==> src/rtl/address_control_if.sv <==
// Bank-address bundle between the FFT sequencer and the address generator.
// The sequencer owns the master side; the address generator owns the slave side.
interface address_control_if #(
    parameter int AW = 3
);
    logic [AW-1:0] counter_r;
    logic [2:0]    stage_num_r;
    logic [AW-1:0] r_addr_0_1;
    logic [AW-1:0] r_addr_2_3;
    logic [AW-1:0] w_addr_0_1;
    logic [AW-1:0] w_addr_2_3;

    modport master (
        output counter_r,
        output stage_num_r,
        input  r_addr_0_1,
        input  r_addr_2_3,
        input  w_addr_0_1,
        input  w_addr_2_3
    );

    modport slave (
        input  counter_r,
        input  stage_num_r,
        output r_addr_0_1,
        output r_addr_2_3,
        output w_addr_0_1,
        output w_addr_2_3
    );
endinterface

==> src/rtl/address_control.sv <==
// Bank-address generator for the radix-2 FFT memory (two butterflies per cycle).
// Optional ADDRCTL_BITREV_EN: bit-reverse write addresses in the last stage.
module address_control #(
    parameter int NUMSTAGES  = 5,
    parameter int PIPE_DEPTH = 3
) (
    input logic              clk,
    input logic              rst,
    address_control_if.slave bus
);
    localparam int AW = NUMSTAGES - 2;

    typedef struct packed {
        logic [AW-1:0] a01;
        logic [AW-1:0] a23;
        logic [2:0]    stg;
    } wr_t;

    // Bit i pairs with stage NUMSTAGES-1-i; stages 0/1 and idle never match.
    function automatic logic [AW-1:0] stage_mask(input logic [2:0] s);
        logic [AW-1:0] m;
        for (int i = 0; i < AW; i++) begin
            m[i] = (int'(s) == NUMSTAGES - 1 - i);
        end
        return m;
    endfunction

    function automatic logic [AW-1:0] bitrev(input logic [AW-1:0] v);
        logic [AW-1:0] r;
        for (int i = 0; i < AW; i++) begin
            r[i] = v[AW-1-i];
        end
        return r;
    endfunction

    logic [AW-1:0] r01;
    logic [AW-1:0] r23;
    logic [2:0]    stage_q;
    wr_t           line [PIPE_DEPTH];
    wr_t           tail;

    always_ff @(posedge clk) begin
        if (rst) begin
            r01     <= '0;
            r23     <= '0;
            stage_q <= '0;
            for (int i = 0; i < PIPE_DEPTH; i++) begin
                line[i] <= '0;
            end
        end else begin
            r01     <= bus.counter_r;
            r23     <= bus.counter_r ^ stage_mask(bus.stage_num_r);
            stage_q <= bus.stage_num_r;
            line[0] <= {r01, r23, stage_q};
            for (int i = 1; i < PIPE_DEPTH; i++) begin
                line[i] <= line[i-1];
            end
        end
    end

    assign tail           = line[PIPE_DEPTH-1];
    assign bus.r_addr_0_1 = r01;
    assign bus.r_addr_2_3 = r23;

`ifdef ADDRCTL_BITREV_EN
    logic last_stage;
    assign last_stage     = (tail.stg == 3'(NUMSTAGES - 1));
    assign bus.w_addr_0_1 = last_stage ? bitrev(tail.a01) : tail.a01;
    assign bus.w_addr_2_3 = last_stage ? bitrev(tail.a23) : tail.a23;
`else
    assign bus.w_addr_0_1 = tail.a01;
    assign bus.w_addr_2_3 = tail.a23;
`endif

endmodule

==> src/flat_wrapper.sv <==
// flat-port wrapper written by rule: the top's interface ports become plain ports
module address_control_flat 
#(
    parameter int NUMSTAGES  = 5,
    parameter int PIPE_DEPTH = 3
)
  (clk, rst, bus_counter_r, bus_stage_num_r, bus_r_addr_0_1, bus_r_addr_2_3, bus_w_addr_0_1, bus_w_addr_2_3);
  address_control_if #(.AW(((5) - 2))) bus_i ();
  input logic clk;
  input logic rst;
  input wire logic [$bits(bus_i.counter_r)-1:0] bus_counter_r;
  input wire logic [$bits(bus_i.stage_num_r)-1:0] bus_stage_num_r;
  output wire logic [$bits(bus_i.r_addr_0_1)-1:0] bus_r_addr_0_1;
  output wire logic [$bits(bus_i.r_addr_2_3)-1:0] bus_r_addr_2_3;
  output wire logic [$bits(bus_i.w_addr_0_1)-1:0] bus_w_addr_0_1;
  output wire logic [$bits(bus_i.w_addr_2_3)-1:0] bus_w_addr_2_3;
  assign bus_i.counter_r = bus_counter_r;
  assign bus_i.stage_num_r = bus_stage_num_r;
  assign bus_r_addr_0_1 = bus_i.r_addr_0_1;
  assign bus_r_addr_2_3 = bus_i.r_addr_2_3;
  assign bus_w_addr_0_1 = bus_i.w_addr_0_1;
  assign bus_w_addr_2_3 = bus_i.w_addr_2_3;
  address_control #(.NUMSTAGES(NUMSTAGES), .PIPE_DEPTH(PIPE_DEPTH)) u_core (.clk(clk), .rst(rst), .bus(bus_i));
endmodule
==> config.mk <==
export PLATFORM = sky130hd
export DESIGN_NAME = address_control_flat
export DESIGN_NICKNAME = d
export VERILOG_FILES = /design/src/rtl/address_control_if.sv /design/src/rtl/address_control.sv /design/src/flat_wrapper.sv
export SDC_FILE = /design/constraint.sdc
export NUM_CORES = 1
export LEC_CHECK = 0
export CORE_MARGIN = 4
export CORE_UTILIZATION = 41
export CTS_CLUSTER_SIZE = 20
export DETAILED_ROUTE_END_ITERATION = 10
export PLACE_DENSITY = 0.69
export SYNTH_ARGS = -nofsm -noshare
export SYNTH_HDL_FRONTEND = slang
export SYNTH_SLANG_ARGS = --single-unit
==> constraint.sdc <==
create_clock -name clk -period 1.5 [get_ports clk]
set_clock_uncertainty 0.15 [all_clocks]
set_input_delay 0.3 -clock clk [delete_from_list [all_inputs] [get_ports clk]]
set_output_delay 0.3 -clock clk [all_outputs]
set_load 0.02 [all_outputs]
==> results.toml <==
[cells_and_area]
mostFrequentLayoutCells = "24 x dfxtp_1, 21 x nor2b_1, 10 x dlygate4sd2_1, 7 x clkdlybuf4s50_1"
area_delta_synth_final_pct = 30.7
nets = 89
fill_cells = 158
fin_util = 0.564
antenna_cells = 0
layout_commonest_cell = "dfxtp_1"
drive_gt1_frac = 0.125

[status]
status = "finished clean"

[power_and_ir_drop]
leakagePower_uw = 0.000422
ir_drop_uv = 626
p_sw_uw = 224
clkPwrFrac = 0.370
seqPwrFrac = 0.553
power.internal_uw = 982
p_comb_frac = 0.077
sw_frac_of_total = 0.185
power_density_nw_per_um2 = 1250

[global_routing]
antenna_found_initial = 0
grtUsageTotal = 0.0806
grt_overflow = 0
grt_pass1_wl_um = 1520
grt_max_degree = 15
grt_pass1_vias = 424

[logic_synthesis]
synth_cell_type_count = 8
synth_top_family_by_area = "simple AND/OR/NAND/NOR gates"
ys.warnings.count = 0
synth_compound_area_frac = 0
synthSimpleGateAreaFrac = 0.224
synth_top_area_share = 0.652
syn-cell-area_um2 = 737
synth_mux_area_frac = 0.0458
synth-seq-cells = 24
syn_inst = 62
post_synth.cell_area_avg_um2 = 11.9
synthAdderAreaFrac = 0
seq_area_frac_synth = 0.652
synth_top_area_cell = "dfxtp_1"
synthTopCellsByArea = "dfxtp_1 65%, nor2b_1 18%, buf_4 7.1%, mux2_2 4.6%, nor3b_1 2.0%"
synth_nets = 70
synth_xor_area_frac = 0

[drt]
wl_um = 870
vias = 427
first_pass_iters = 1
drt_iter0_markers = 0
antenna_left = 0
route.detailed.drc = 0
wl_per_cell_um = 8.29
via_per_inst = 4.07

[flow_run]
maxCapViolCount = 0

[clocking]
cts-root-buf = "clkbuf_4"
clockBufferDepth = 2
clock_latency_ns = 0.30
clock_sinks = 24
ctsHtreeMaxLevel = 1
cts_buffers = 3
clk_pin_slew_ns = 0.13
cts_tree = "done"

[die]
die_x_um = 50.4
fp.dieH_um = 50.4
ios = 20
rows = 15
dieArea_um2 = 2540
design.core.area_um2 = 1710
start_util = 0.432

[sta]
tightest_slew_ns = 0.257
setup-violations-final = 0
layout_setup_ws_ns = 0.0760
rsz0062_at_grt = "false"
drv_slew = 0
hold_viol = 0
whs_ns = 0.293
max_freq_ghz = 0.702
fin_crit_sh = 0.949
max_slew_margin = 0.828
finalCriticalPeriod_ns = 1.42

[setup_path]
max_stage_delay_ns = 0.34
crit_arrival_ns = 0.97
cp-end-kind = "output pin"
startpoint_type = "register"
crit_path_top_delay_cell = "dfxtp_1"
path_delay_family = "flip-flops"
crit_chain = "dlygate4sd2_1"
crit_buf_inv = 1
required_ns = 1.05
critical_path.max_fanout = 2
critPathKind = "register to output pin"

[min_path]
hold_class = "register to register"

[place]
io_buffers = 19
post-place-ws_ns = -0.131
place.gp.congestion = 0.645
place_hpwl_um = 666
## per-stage QoR
stage,cell area [um^2],std cells,total power [uW],setup TNS [ns]
floorplan,737,62,733,0
global placement,923,101,782,-0.252
detailed placement,923,101,784,-0.309
CTS,961,105,1220,0
global route,963,105,1260,0
finish,963,105,1210,0
## path summary, 6_finish.rpt
kind | cells after the start | slack (ns) | from | endpoint
min | 1 | 0.29 | u_core.line[0][8]$_SDFF_PP0_ | u_core.line[0][17]$_SDFF_PP0_
min reg2reg | 1 | 0.29 | u_core.line[0][8]$_SDFF_PP0_ | u_core.line[0][17]$_SDFF_PP0_
max | 1 | 0.08 | u_core.bus.r_addr_0_1[1]$_SDFF_PP0_ | bus_r_addr_0_1[1]
max reg2reg | 1 | 0.81 | u_core.bus.r_addr_2_3[1]$_SDFF_PP0_ | u_core.line[0][4]$_SDFF_PP0_
## power by group through the flow
stage                     sequential (uW)  combinational (uW)  clock, uW
after floorplan                       694                38.9          0
after global placement                681                 100          0
after detailed placement              682                 103          0
after CTS                             667                94.0        461
after global routing                  670                 100        492
final                                 667                92.7        446
## sequential cells by signal, summed over array words and instances (netlist names)
signal and flops:
u_core.bus.r_addr_0_1 3, u_core.bus.r_addr_2_3 3, u_core.line 18
## kinds of logic (layout without fill, tap and decap cells)
group | count (synthesis) | in the layout
mux | 3 | 3
buf+inv | 8 | 26
flops | 24 | 24
simple gates | 27 | 27
## cell type report
type	instances	area, um^2	area share
Clock buffer	3	22.5	0.0234
Clock inverter	1	30.0	0.0312
Sequential cell	24	480	0.499
Timing Repair Buffer	22	200	0.208
Multi-Input combinational cell	30	199	0.206
Tap cell	25	31.3	0.0325
## repair_timing
item | 4_1_cts | 5_1_grt
endpoints found under the hold margin | 0 | 0
hold buffers | 0 | 0
setup endpoints to repair | 12 | 2
gates resized for setup | 12 | 2
setup buffers | 0 | 0
## metal layers
layer	routed length (um)	share of wire	up-vias	track usage
met3	115	0.13	0	0.0386
met1	332	0.38	189	0.0668
li1	-	-	222	-
met2	421	0.48	16	0.148
met5	0	0	-	0
met4	0	0	0	0.0538
## Yosys cell counts
master and number:
nor2b_1 21, nor2_1 3, dfxtp_1 24, mux2_2 3
nor3b_1 2, buf_4 7, buf_2 1, nand3b_1 1
Note: power is estimated with default switching activity, not from simulation.
